File: src/rtl/ex_muldiv.sv
// ex_muldiv: iterative EX-stage multiply/divide unit owning the HI/LO registers.
// Runs MULT/MULTU (shift-add) and DIV/DIVU (restoring) at one bit per cycle and
// serves MFHI/MFLO/MTHI/MTLO in a single cycle when idle.
module ex_muldiv #(
    parameter int unsigned DWIDTH = 32,
    parameter int unsigned CNTW   = 6
) (
    input  logic              clk,
    input  logic              rst,
    input  logic              valid,
    input  logic [5:0]        functin,
    input  logic [DWIDTH-1:0] rsdata,
    input  logic [DWIDTH-1:0] rtdata,
    output logic              stall,
    output logic              busy,
    output logic [DWIDTH-1:0] result,
    output logic [DWIDTH-1:0] hiout,
    output logic [DWIDTH-1:0] loout,
    output logic              done
);

    localparam logic [5:0] F_MFHI  = 6'h10;
    localparam logic [5:0] F_MTHI  = 6'h11;
    localparam logic [5:0] F_MFLO  = 6'h12;
    localparam logic [5:0] F_MTLO  = 6'h13;
    localparam logic [5:0] F_MULT  = 6'h18;
    localparam logic [5:0] F_MULTU = 6'h19;
    localparam logic [5:0] F_DIV   = 6'h1A;
    localparam logic [5:0] F_DIVU  = 6'h1B;

    localparam logic [CNTW-1:0] CNT_LAST = CNTW'(DWIDTH - 1);

    typedef enum logic [1:0] {
        ST_IDLE,
        ST_MUL,
        ST_DIV,
        ST_FINISH
    } state_t;

    state_t                state_q, state_d;
    logic [CNTW-1:0]       cnt_q, cnt_d;
    logic [2*DWIDTH-1:0]   acc_q, acc_d;
    logic [DWIDTH-1:0]     opb_q, opb_d;
    logic [DWIDTH-1:0]     hi_q, hi_d;
    logic [DWIDTH-1:0]     lo_q, lo_d;
    logic                  is_div_q, is_div_d;
    logic                  div0_q, div0_d;
    logic                  neg_q, neg_d;
    logic                  rem_neg_q, rem_neg_d;
    logic                  done_q, done_d;

    logic                  op_mul, op_div, op_signed, op_hilo;
    logic                  op_mthi, op_mtlo, op_mfhi, op_mflo;
    logic [DWIDTH-1:0]     rs_mag, rt_mag;
    logic [DWIDTH:0]       mul_sum;
    logic [DWIDTH:0]       div_shift;
    logic [DWIDTH:0]       div_diff;
    logic [2*DWIDTH-1:0]   prod_fix;
    logic [DWIDTH-1:0]     quot_fix, rem_fix;

    // Decode the funct field and form signed-operand magnitudes.
    always_comb begin
        op_mul    = valid && (functin == F_MULT || functin == F_MULTU);
        op_div    = valid && (functin == F_DIV  || functin == F_DIVU);
        op_mthi   = valid && (functin == F_MTHI);
        op_mtlo   = valid && (functin == F_MTLO);
        op_mfhi   = valid && (functin == F_MFHI);
        op_mflo   = valid && (functin == F_MFLO);
        op_hilo   = op_mul || op_div || op_mthi || op_mtlo || op_mfhi || op_mflo;
        op_signed = (functin == F_MULT) || (functin == F_DIV);
        rs_mag    = (op_signed && rsdata[DWIDTH-1]) ? (~rsdata + 1'b1) : rsdata;
        rt_mag    = (op_signed && rtdata[DWIDTH-1]) ? (~rtdata + 1'b1) : rtdata;
    end

    // One iteration of shift-add / restoring divide plus the sign fix-up used in FINISH.
    always_comb begin
        // Multiplier sits in the low half and is consumed LSB first while the
        // partial product grows into the high half.
        mul_sum   = {1'b0, acc_q[2*DWIDTH-1:DWIDTH]} + (acc_q[0] ? {1'b0, opb_q} : '0);
        // Remainder in the high half, dividend/quotient in the low half.
        div_shift = {acc_q[2*DWIDTH-1:DWIDTH], acc_q[DWIDTH-1]};
        div_diff  = div_shift - {1'b0, opb_q};
        prod_fix  = neg_q ? (~acc_q + 1'b1) : acc_q;
        quot_fix  = neg_q ? (~acc_q[DWIDTH-1:0] + 1'b1) : acc_q[DWIDTH-1:0];
        rem_fix   = rem_neg_q ? (~acc_q[2*DWIDTH-1:DWIDTH] + 1'b1) : acc_q[2*DWIDTH-1:DWIDTH];
    end

    // Next-state and HI/LO update logic.
    always_comb begin
        state_d   = state_q;
        cnt_d     = cnt_q;
        acc_d     = acc_q;
        opb_d     = opb_q;
        hi_d      = hi_q;
        lo_d      = lo_q;
        is_div_d  = is_div_q;
        div0_d    = div0_q;
        neg_d     = neg_q;
        rem_neg_d = rem_neg_q;
        done_d    = 1'b0;
        case (state_q)
            ST_IDLE: begin
                if (op_mul || op_div) begin
                    cnt_d     = '0;
                    is_div_d  = op_div;
                    neg_d     = op_signed && (rsdata[DWIDTH-1] ^ rtdata[DWIDTH-1]);
                    rem_neg_d = op_signed && rsdata[DWIDTH-1];
                    div0_d    = 1'b0;
                    if (op_mul) begin
                        acc_d   = {{DWIDTH{1'b0}}, rt_mag};
                        opb_d   = rs_mag;
                        state_d = ST_MUL;
                    end else if (rtdata == '0) begin
                        // Divide-by-zero result is preloaded raw; FINISH skips the sign fix.
                        acc_d   = {rsdata, {DWIDTH{1'b1}}};
                        opb_d   = '0;
                        div0_d  = 1'b1;
                        state_d = ST_FINISH;
                    end else begin
                        acc_d   = {{DWIDTH{1'b0}}, rs_mag};
                        opb_d   = rt_mag;
                        state_d = ST_DIV;
                    end
                end else if (op_mthi) begin
                    hi_d = rsdata;
                end else if (op_mtlo) begin
                    lo_d = rsdata;
                end
            end
            ST_MUL: begin
                acc_d = {mul_sum, acc_q[DWIDTH-1:1]};
                cnt_d = cnt_q + 1'b1;
                if (cnt_q == CNT_LAST) state_d = ST_FINISH;
            end
            ST_DIV: begin
                if (!div_diff[DWIDTH]) begin
                    acc_d = {div_diff[DWIDTH-1:0], acc_q[DWIDTH-2:0], 1'b1};
                end else begin
                    acc_d = {div_shift[DWIDTH-1:0], acc_q[DWIDTH-2:0], 1'b0};
                end
                cnt_d = cnt_q + 1'b1;
                if (cnt_q == CNT_LAST) state_d = ST_FINISH;
            end
            ST_FINISH: begin
                if (div0_q) begin
                    hi_d = acc_q[2*DWIDTH-1:DWIDTH];
                    lo_d = acc_q[DWIDTH-1:0];
                end else if (is_div_q) begin
                    hi_d = rem_fix;
                    lo_d = quot_fix;
                end else begin
                    hi_d = prod_fix[2*DWIDTH-1:DWIDTH];
                    lo_d = prod_fix[DWIDTH-1:0];
                end
                done_d  = 1'b1;
                state_d = ST_IDLE;
            end
            default: state_d = ST_IDLE;
        endcase
    end

    // State, working registers and HI/LO with asynchronous reset.
    always_ff @(posedge clk or posedge rst) begin
        if (rst) begin
            state_q   <= ST_IDLE;
            cnt_q     <= '0;
            acc_q     <= '0;
            opb_q     <= '0;
            hi_q      <= '0;
            lo_q      <= '0;
            is_div_q  <= 1'b0;
            div0_q    <= 1'b0;
            neg_q     <= 1'b0;
            rem_neg_q <= 1'b0;
            done_q    <= 1'b0;
        end else begin
            state_q   <= state_d;
            cnt_q     <= cnt_d;
            acc_q     <= acc_d;
            opb_q     <= opb_d;
            hi_q      <= hi_d;
            lo_q      <= lo_d;
            is_div_q  <= is_div_d;
            div0_q    <= div0_d;
            neg_q     <= neg_d;
            rem_neg_q <= rem_neg_d;
            done_q    <= done_d;
        end
    end

    // Status outputs and the MFHI/MFLO read path.
    always_comb begin
        busy  = (state_q != ST_IDLE);
        stall = busy && op_hilo;
        done  = done_q;
        hiout = hi_q;
        loout = lo_q;
        if (!busy && op_mfhi) begin
            result = hi_q;
        end else if (!busy && op_mflo) begin
            result = lo_q;
        end else begin
            result = '0;
        end
    end

endmodule
File: config.mk
export PLATFORM = sky130hd
export DESIGN_NAME = ex_muldiv
export DESIGN_NICKNAME = d
export VERILOG_FILES = /design/src/rtl/ex_muldiv.sv
export SDC_FILE = /design/constraint.sdc
export NUM_CORES = 1
export LEC_CHECK = 0
export ABC_CLOCK_PERIOD_IN_PS = 10200
export CORE_AREA = 2 2 207 209
export DETAILED_ROUTE_END_ITERATION = 10
export DIE_AREA = 0 0 209 211
export GPL_TIMING_DRIVEN = 0
export PLACE_DENSITY = 0.7
export SYNTH_ARGS = -nofsm -noshare
export SYNTH_HDL_FRONTEND = slang
export SYNTH_SLANG_ARGS = --single-unit
File: constraint.sdc
create_clock -name clk -period 10.2 [get_ports clk]
set_input_delay 2.04 -clock clk [delete_from_list [all_inputs] [get_ports clk]]
set_output_delay 2.04 -clock clk [all_outputs]
set_load 0.01 [all_outputs]
# After elaboration in Yosys (flattened, before gate mapping)
# Index checks and enable logic that the tools add are counted.
[totals] wordCells=113 ff_bits=173 output_inout_bits=99
[op_classes] n_addsub=8 bitwise=6 n_reduce_logical=34 muxes=36 n_eq_ne=18
[ops] cell="32-bit 2-to-1 mux" n=18
[ops] cell="64-bit 2-to-1 mux" n=5
[ops] cell="64-bit one-hot mux with 3 select lines" n=1
[ops] cell="32-bit by 1-bit adder with 32-bit output (second input constant)" n=4
[ops] cell="32-bit inverter" n=4
[ops] cell="32-bit one-hot mux with 2 select lines" n=2
[ops] cell="64-bit by 1-bit adder with 64-bit output (second input constant)" n=1
[ops] cell="64-bit inverter" n=1
[ops] cell="6-bit by 5-bit equality test with 1-bit output (second input constant)" n=9
[ops] cell="32-bit by 32-bit adder with 33-bit output" n=1
[ops] cell="33-bit by 32-bit subtractor with 33-bit output" n=1
[ops] cell="32-bit zero test" n=1
[ops] cell="1-bit logical AND" n=12
[ops] cell="6-bit one-hot mux with 2 select lines" n=1
[ops] cell="2-bit inequality test (second input constant)" n=5
[ops] cell="1-bit logical OR" n=8
[ops] cell="2-bit AND reduction" n=4
[ops] cell="6-bit by 1-bit adder with 6-bit output (second input constant)" n=1
[ops] cell="2-bit 2-to-1 mux" n=3
[ops] cell="6-bit 2-to-1 mux" n=1
[ops] cell="2-bit one-hot mux with 3 select lines" n=1
[ops] cell="2-bit nonzero test" n=3
[ops] cell="2-bit equality test (second input constant)" n=2
[ops] cell="1-bit 2-to-1 mux" n=4
[ops] cell="other kinds (9)" n=9

# Logic depth before layout (Yosys ltp)
# Gate-level depths: netlist (run 1).
[logic_depth] word_depth=9 depth_mapped=15 mapped_depth_nobuf=13

# Least setup slack after synthesis (run 1)
# Ideal clock, no wire load.
[synth_path] path_kind="input to output" from="input functin[1]" to="output result[10]" setup_slack_ns=5.001 cell_stages=4 arrival_ns=3.159 path_buffers=2 required_ns=8.160 cell_sequence="clkbuf_1 buf_1 mux2i_1 nor2_1"
[synth_via] elab_chain_len=5 word_cells_on_any_way=8 cone_classes="eq/ne: 2; mux: 2; reduce/logical: 4"
[synth_rtl] element="from (decl)" line="11" rtl="input logic [5:0] functin,"
[synth_rtl] element="6-bit by 5-bit equality test with 1-bit output" line="68" rtl="op_mflo = valid && (functin == F_MFLO);"
[synth_rtl] element="1-bit logical AND" line="68"
[synth_rtl] element="1-bit logical AND" line="200" rtl="end else if (!busy && op_mflo) begin"
[synth_rtl] element="32-bit 2-to-1 mux" line="200"
[synth_rtl] element="32-bit 2-to-1 mux (*)" line="198" rtl="if (!busy && op_mfhi) begin"
[synth_rtl] element="to (decl)" line="16" rtl="output logic [DWIDTH-1:0] result,"
# Mark *: on every way between the ends. The rest lies on a longest branch, timed or not.

# Worst setup path in the final report (run 1)
[layout_path] from="input functin[1]" to="output result[27]"
# Same word-level chain as after synthesis.

==> metrics.csv, run 1 <==
stage,metric,value,unit
outcome,status,"finished, final reports clean",
clocking,insertion delay to the later sink of the worst-skew pair,470,ps
power_and_ir_drop,Pleak,7.88,nW
sta,fin. max-slew vios,0,
finish,"commonest non-fill, non-tap cells in the layout","a21oi_1, nor2_1, nand2_1, dfrtp_1, clkdlybuf4s50_1",
route,DRC,0,
floorplan,Die Y-Extent,211,um
worst_hold_path,Hold WC Path Type,flip-flop to flip-flop,
floorplan,core area,41800,um^2
sta,Max-slew headroom,0.0589,
yosys,synthesized instance count,2093,
power_and_ir_drop,Pwr Density,362,nW/um^2
route,routed vias,17996,
placement,post-placement setup slack,3440,ps
sta,Setup Skew,18.2,ps
yosys,top_reg_cell synth,dfrtp_1,
critical_path,CP most frequent cell,clkdlybuf4s50_1,
sta,final setup violation count,0,
placement,Port Buffers,167,
yosys,number of synthesized register bits,173,
critical_path,Critical Path Sink Type,output port,
critical_path,CP Data Required Time,8160,ps
placement,dpl hpwl,59.1,mm
clocking,TritonCTS Buffers,17,
sta,Tmin final,6790,ps
critical_path,Worst Path Max Fanout,10,
floorplan,Initial Utilization,0.387,
sta,Slew @ Worst Pin,1380,ps
power_and_ir_drop,clock network fraction of design power,0.096,
finish,Filler Cell Count,4144,
global_route,initial antenna violation count,1,
global_route,vias in the first global route,16932,
placement,GPL Wtd Cong,1.06,
power_and_ir_drop,Power Total,6.92,mW
power_and_ir_drop,Switching Share,0.553,
critical_path,"Largest stage delay, worst path",770,ps
critical_path,CP Capture Point,result[27],
critical_path,Critical Path AT,4750,ps
route,Routed WL,74.8,mm
clocking,H-tree depth,4,
yosys,share of the synthesized area in the top cell type,0.268,
yosys,Post-synth EDFFs,0,
critical_path,Reg-to-Reg Start,acc_q[31]$_DFFE_PP0P_,
route,drt initial violations,2281,
global_route,Tot GR Track Use,0.335,
clocking,CTS clock-pin slew for the worst setup and hold paths,80,ps
route,drt wl/cell,26.4,um
yosys,Post-synth ARST share,1.00,
clocking,hold_buf cts,0,
yosys,ranking of synthesized cells by area,"dfrtp_1, a21oi_1, ha_1",
yosys,"Seq/Total Area, Yosys",0.268,
floorplan,# IOs,172,
global_route,GRT overflow,0,
power_and_ir_drop,Cell Int Power,3.10,mW
power_and_ir_drop,combinational cell fraction of total power,0.686,
clocking,CTS Root Cell,clkbuf_16,
power_and_ir_drop,Reg power frac,0.218,
route,TritonRoute pass-1 iters,6,
finish,Area Overhead vs Synth,18.3,%
clocking,Max Root-Sink Buffers,2,
global_route,largest net degree at the start of global routing,103,
power_and_ir_drop,Worst IR Drop VDD,140,uV
route,DR vias/cell,6.35,
critical_path,crit start category,input pin,
job,max-cap viol count,0,
sta,unrepaired setup endpoints after global routing,false,
route,Post-DRT Antenna Nets,0,
critical_path,R2R cell count,13,
sta,fmax,0.147,GHz
sta,Final Hold Viols,0,
clocking,# clock sinks,173,
critical_path,worst r2r dst,acc_q[56]$_DFFE_PP0P_,
critical_path,critical path type,input pin to output port,
critical_path,Critical Path Start,functin[1],
critical_path,slowest CP cell,buf_1,
finish,nets,2428,
critical_path,worst reg-to-reg setup slack,4740,ps
clocking,cts repair resizes,0,
sta,PnR worst setup slack,3410,ps
finish,"most common cell after layout, fill and taps aside",a21oi_1,
finish,share of cells above drive strength 1,0.0432,
critical_path,crit-path cells,clkdlybuf4s50_1 -> clkbuf_1 -> buf_1 -> mux2i_1 -> nor2_1 -> clkdlybuf4s50_1,
floorplan,width of the die,209,um
yosys,Syn Nets,2241,
power_and_ir_drop,sw power,3.82,mW
worst_hold_path,depth of the worst hold-timing path,2,
yosys,post-synthesis cell type count,83,
global_route,first-pass GRT wire length,110,mm
floorplan,row count,75,
yosys,Yosys warning count,0,
yosys,Post-Syn Area per Cell,7.71,um^2
floorplan,die area,44100,um^2
clocking,setup bufs post-CTS,0,
yosys,post-synthesis cell area,16100,um^2
clocking,TritonCTS clock tree,done,
sta,Fin Setup TNS,0,ps
finish,Final Util,0.457,
yosys,Yosys top cell by area,dfrtp_1,
sta,Tcrit/Tclk final,0.666,
[Yosys cell counts (all sizes together), types with 15 or more instances]
master	number
o31ai	27
inv	71
nor4	19
a21oi	235
o22ai	21
nand3	36
nor3	53
xnor2	88
clkbuf	126
a21o	42
mux2	21
o21ai	167
nor2	230
ha	73
a22o	25
nand2	175
mux2i	73
or2	15
dfrtp	173
a31oi	21
xor2	86
nand4	15
a221oi	41
o211ai	17
or3	15
buf	22
a211oi	33
nand2b	22
[cells by family (layout without fill, tap and decap cells)]
logic type               Yosys count  after routing  share of synthesized area
adder cells (fa/ha/maj)           75             75                     0.0591
buffers and inverters            219            419                     0.0529
multiplexers                      94             94                     0.0599
AO/OA/AOI/OAI                    710            710                      0.275
other                              0              2                          0
AND/OR/NAND/NOR                  648            648                      0.190
XOR/XNOR                         174            174                     0.0949
flip-flops                       173            173                      0.268
[power by group through the flow]
stage          Sequential (mW)  Clock, mW  Combinational (mW)
5_1_grt                   1.53      0.690                5.11
6_report                  1.51      0.663                4.75
4_1_cts                   1.48      0.663                4.62
3_3_place_gp              1.48          0                4.56
3_5_place_dp              1.50          0                4.60
2_1_floorplan             1.35          0                3.02
[registers in the layout, indices dropped and copies added (netlist names)]
register,cells
acc_q,64
hiout,32
loout,32
opb_q,32
cnt_q,6
state_q,2
div0_q,1
done,1
is_div_q,1
neg_q,1
rem_neg_q,1
[stage by stage]
stage / instance area [um^2] / instances / hold slack [ps]
6_report: 19100 / 2834 / 497
4_1_cts: 19100 / 2832 / 495
5_1_grt: 19100 / 2832 / 531
3_5_place_dp: 18500 / 2800 / 476
2_1_floorplan: 16100 / 2093 / 450
3_3_place_gp: 18500 / 2799 / 471
[worst max-delay path, delay by kind of cell]
| family | cells | cell delay [ps] |
|---|---|---|
| buffers and inverters | 4 | 2400 |
| AND/OR/NAND/NOR | 1 | 140 |
| multiplexers | 1 | 170 |
[metal layers]
layer  GRT usage  wire (um)  up-vias
li1            -          -     7990
met1       0.432      29400     8586
met2       0.521      32300     1180
met3      0.0626       8050      240
met4       0.206       5030        0
met5           0          0        -
[worst min-delay path by stage]
stage                                from                     to  slack [ps]
finish              opb_q[26]$_DFFE_PP0P_  opb_q[26]$_DFFE_PP0P_         500
CTS                 opb_q[26]$_DFFE_PP0P_  opb_q[26]$_DFFE_PP0P_         490
global placement    opb_q[17]$_DFFE_PP0P_  opb_q[17]$_DFFE_PP0P_         470
floorplan           opb_q[14]$_DFFE_PP0P_  opb_q[14]$_DFFE_PP0P_         450
global route        hiout[23]$_DFFE_PP0P_  hiout[23]$_DFFE_PP0P_         530
detailed placement  opb_q[26]$_DFFE_PP0P_  opb_q[26]$_DFFE_PP0P_         480
[area by class of cell]
class | instances | area [um^2] | area share
multi-input combinational | 1701 | 11000 | 0.574
sequential | 173 | 4330 | 0.227
timing repair buffer | 168 | 1700 | 0.0890
tap | 539 | 674 | 0.0353
buffer | 148 | 587 | 0.0307
clock buffer | 17 | 425 | 0.0223
inverter | 71 | 274 | 0.0143
clock inverter | 15 | 146 | 0.00766
antenna | 2 | 5.00 | 0.000262
No activity file was read; power rests on OpenSTA's default activity.
==> run 2, diff against run 1 <==
--- a/config.mk
+++ b/config.mk
@@ -5,12 +5,12 @@
 export SDC_FILE = /design/constraint.sdc
 export NUM_CORES = 1
 export LEC_CHECK = 0
-export ABC_CLOCK_PERIOD_IN_PS = 10200
+export ABC_CLOCK_PERIOD_IN_PS = 5500
 export CORE_AREA = 2 2 207 209
 export DETAILED_ROUTE_END_ITERATION = 10
 export DIE_AREA = 0 0 209 211
 export GPL_TIMING_DRIVEN = 0
-export PLACE_DENSITY = 0.7
+export PLACE_DENSITY = 0.72
 export SYNTH_ARGS = -nofsm -noshare
 export SYNTH_HDL_FRONTEND = slang
 export SYNTH_SLANG_ARGS = --single-unit
==> constraint.sdc (replaced) <==
create_clock -name clk -period 5.5 [get_ports clk]
set_input_delay 1.1 -clock clk [delete_from_list [all_inputs] [get_ports clk]]
set_output_delay 1.1 -clock clk [all_outputs]
set_load 0.01 [all_outputs]
==> run 2 against run 1 <==
Effect of this change: utilization rose by 0.23 points; critical endpoint is now acc_q[47]$_DFFE_PP0P_; worst hold slack gained 13 ps; cell count about the same; wire length down 0.51%.
==> metrics.csv, run 2 (synthesized netlist as in run 1, its figures left out) <==
stage,metric,value,unit,change
sta,fmax,0.192,GHz,
placement,GPL Wtd Cong,1.03,,-2.7%
finish,Largest Register,acc_q,,
route,routed vias,17923,,-0.41%
job,max-cap viol count,0,,unchanged
global_route,vias in the first global route,16789,,-0.84%
clocking,TritonCTS clock tree,done,,
route,TritonRoute pass-1 iters,8,,+2
route,drt initial violations,2422,,+6.2%
clocking,CTS clock-pin slew for the worst setup and hold paths,80,ps,about the same
worst_hold_path,depth of the worst hold-timing path,2,,unchanged
finish,Area Overhead vs Synth,18.9,%,
power_and_ir_drop,Pwr Density,673,nW/um^2,+86%
power_and_ir_drop,Worst IR Drop VDD,311,uV,+120%
clocking,Max Root-Sink Buffers,2,,unchanged
clocking,setup bufs post-CTS,0,,unchanged
critical_path,CP Data Required Time,5820,ps,-2340 ps
global_route,largest net degree at the start of global routing,45,,-56%
critical_path,Critical Path Start,acc_q[31]$_DFFE_PP0P_,,
critical_path,R2R cell count,13,,unchanged
sta,Setup Skew,10.1,ps,-8.07 ps
floorplan,core area,41800,um^2,unchanged
finish,nets,2431,,+0.12%
route,Post-DRT Antenna Nets,0,,unchanged
critical_path,Worst Path Max Fanout,10,,unchanged
floorplan,row count,75,,unchanged
clocking,# clock sinks,173,,unchanged
clocking,insertion delay to the later sink of the worst-skew pair,460,ps,about the same
finish,Final Util,0.460,,+0.00234
sta,fin. max-slew vios,0,,unchanged
sta,Slew @ Worst Pin,1230,ps,-147 ps
floorplan,Initial Utilization,0.387,,unchanged
global_route,Tot GR Track Use,0.333,,-0.00243
route,drt wl/cell,26.2,um,-0.54%
worst_hold_path,Hold WC Path Type,flip-flop to flip-flop,,
finish,"Design Area, Final",19200,um^2,+0.51%
clocking,CTS Root Cell,clkbuf_16,,
power_and_ir_drop,Power Total,12.9,mW,+87%
route,DR vias/cell,6.32,,-0.44%
placement,dpl hpwl,59.3,mm,+0.23%
finish,"most common cell after layout, fill and taps aside",a21oi_1,,
sta,unrepaired setup endpoints after global routing,false,,
route,DRC,0,,unchanged
finish,max reg flops,64,,unchanged
outcome,status,"finished, final reports clean",,
critical_path,crit start category,flip-flop,,
sta,final setup violation count,0,,unchanged
sta,Max-slew headroom,0.160,,+0.101
clocking,H-tree depth,4,,unchanged
floorplan,Die Y-Extent,211,um,unchanged
power_and_ir_drop,Pleak,7.93,nW,+0.63%
critical_path,critical path type,flip-flop to flip-flop,,
global_route,first-pass GRT wire length,109,mm,-0.26%
worst_hold_path,Hold Startpoint,opb_q[26]$_DFFE_PP0P_,,
critical_path,Reg-to-Reg Start,acc_q[31]$_DFFE_PP0P_,,
finish,share of cells above drive strength 1,0.0449,,+0.00169
global_route,initial antenna violation count,2,,+1
route,Routed WL,74.4,mm,-0.51%
sta,Fin Setup TNS,0,ps,unchanged
floorplan,# IOs,172,,unchanged
placement,Post-DP Area,18600,um^2,+0.26%
finish,ANT cells,0,,-2
floorplan,die area,44100,um^2,unchanged
global_route,GRT overflow,0,,unchanged
sta,Tmin final,5200,ps,
critical_path,Critical Path Sink Type,flip-flop,,
sta,Tcrit/Tclk final,0.946,,
critical_path,Critical Path AT,5520,ps,+770 ps
floorplan,width of the die,209,um,unchanged
clocking,TritonCTS Buffers,17,,unchanged
placement,Port Buffers,167,,unchanged
finish,"commonest non-fill, non-tap cells in the layout","a21oi_1, nor2_1, nand2_1, dfrtp_1, clkdlybuf4s50_1",,
sta,Final Hold Viols,0,,unchanged
[run 2: cell types whose count changed in the layout (fill, tap and decap cells not counted), sizes merged]
cell	before	now
buf	23	26
bufinv	0	1
clkinv	3	8
clkinvlp	3	1
diode	2	0
inv	80	76
[run 2: through the flow]
step | hold WS (ps) | std cells | setup WS, ps
2_1_floorplan | 450 | 2093 | 1820
3_3_place_gp | 471 | 2799 | 239
3_5_place_dp | 495 | 2803 | 171
4_1_cts | 512 | 2835 | 126
5_1_grt | 528 | 2835 | 230
6_report | 510 | 2835 | 296
[run 2: final timing paths]
check	endpoint	slack [ps]
setup reg to reg	acc_q[47]$_DFFE_PP0P_	300
hold / removal	opb_q[26]$_DFFE_PP0P_	510
min in group asynchronous	hiout[3]$_DFFE_PP0P_	1090
max in group asynchronous	acc_q[16]$_DFFE_PP0P_	3540
setup / recovery	acc_q[47]$_DFFE_PP0P_	300
hold reg to reg	opb_q[26]$_DFFE_PP0P_	510
[run 2: routing by layer]
layer | wire length (um) | share of wire | vias up | track usage
li1 | - | - | 7996 | -
met1 | 29700 | 0.40 | 8564 | 0.431
met2 | 32100 | 0.43 | 1136 | 0.521
met3 | 7590 | 0.10 | 225 | 0.0665
met4 | 4980 | 0.067 | 2 | 0.183
met5 | 13 | 0.00017 | - | 0
[run 2: where the power goes]
part           switching, mW  internal, mW
clock                  0.662         0.661
combinational           5.58          3.24
sequential             0.870          1.90
[run 2: repair_timing]
action	CTS	global route
hold buffers	0	0
setup endpoints to repair	0	6
resized for setup	0	1
[run 2: layout make-up]
class | instances | area, um^2
repair buffers | 171 | 1750
plain buffers | 148 | 587
clock inverters | 15 | 195
clock buffers | 17 | 425
inverters | 71 | 270
fillers | 4174 | 22600
multi-input cells | 1701 | 11000
well taps | 539 | 674
flip-flops and latches | 173 | 4330
[run 2: critical path: stages (launching register included)]
cell,delay (ps)
dfrtp_1,530
inv_1,80
ha_1,270
fa_1,450
nand2b_1,200
a21oi_1,250
o21ai_0,430
o31ai_2,700
a221oi_4,210
xnor2_2,520
buf_2,420
mux2_2,380
a221oi_1,490
nor3_1,100
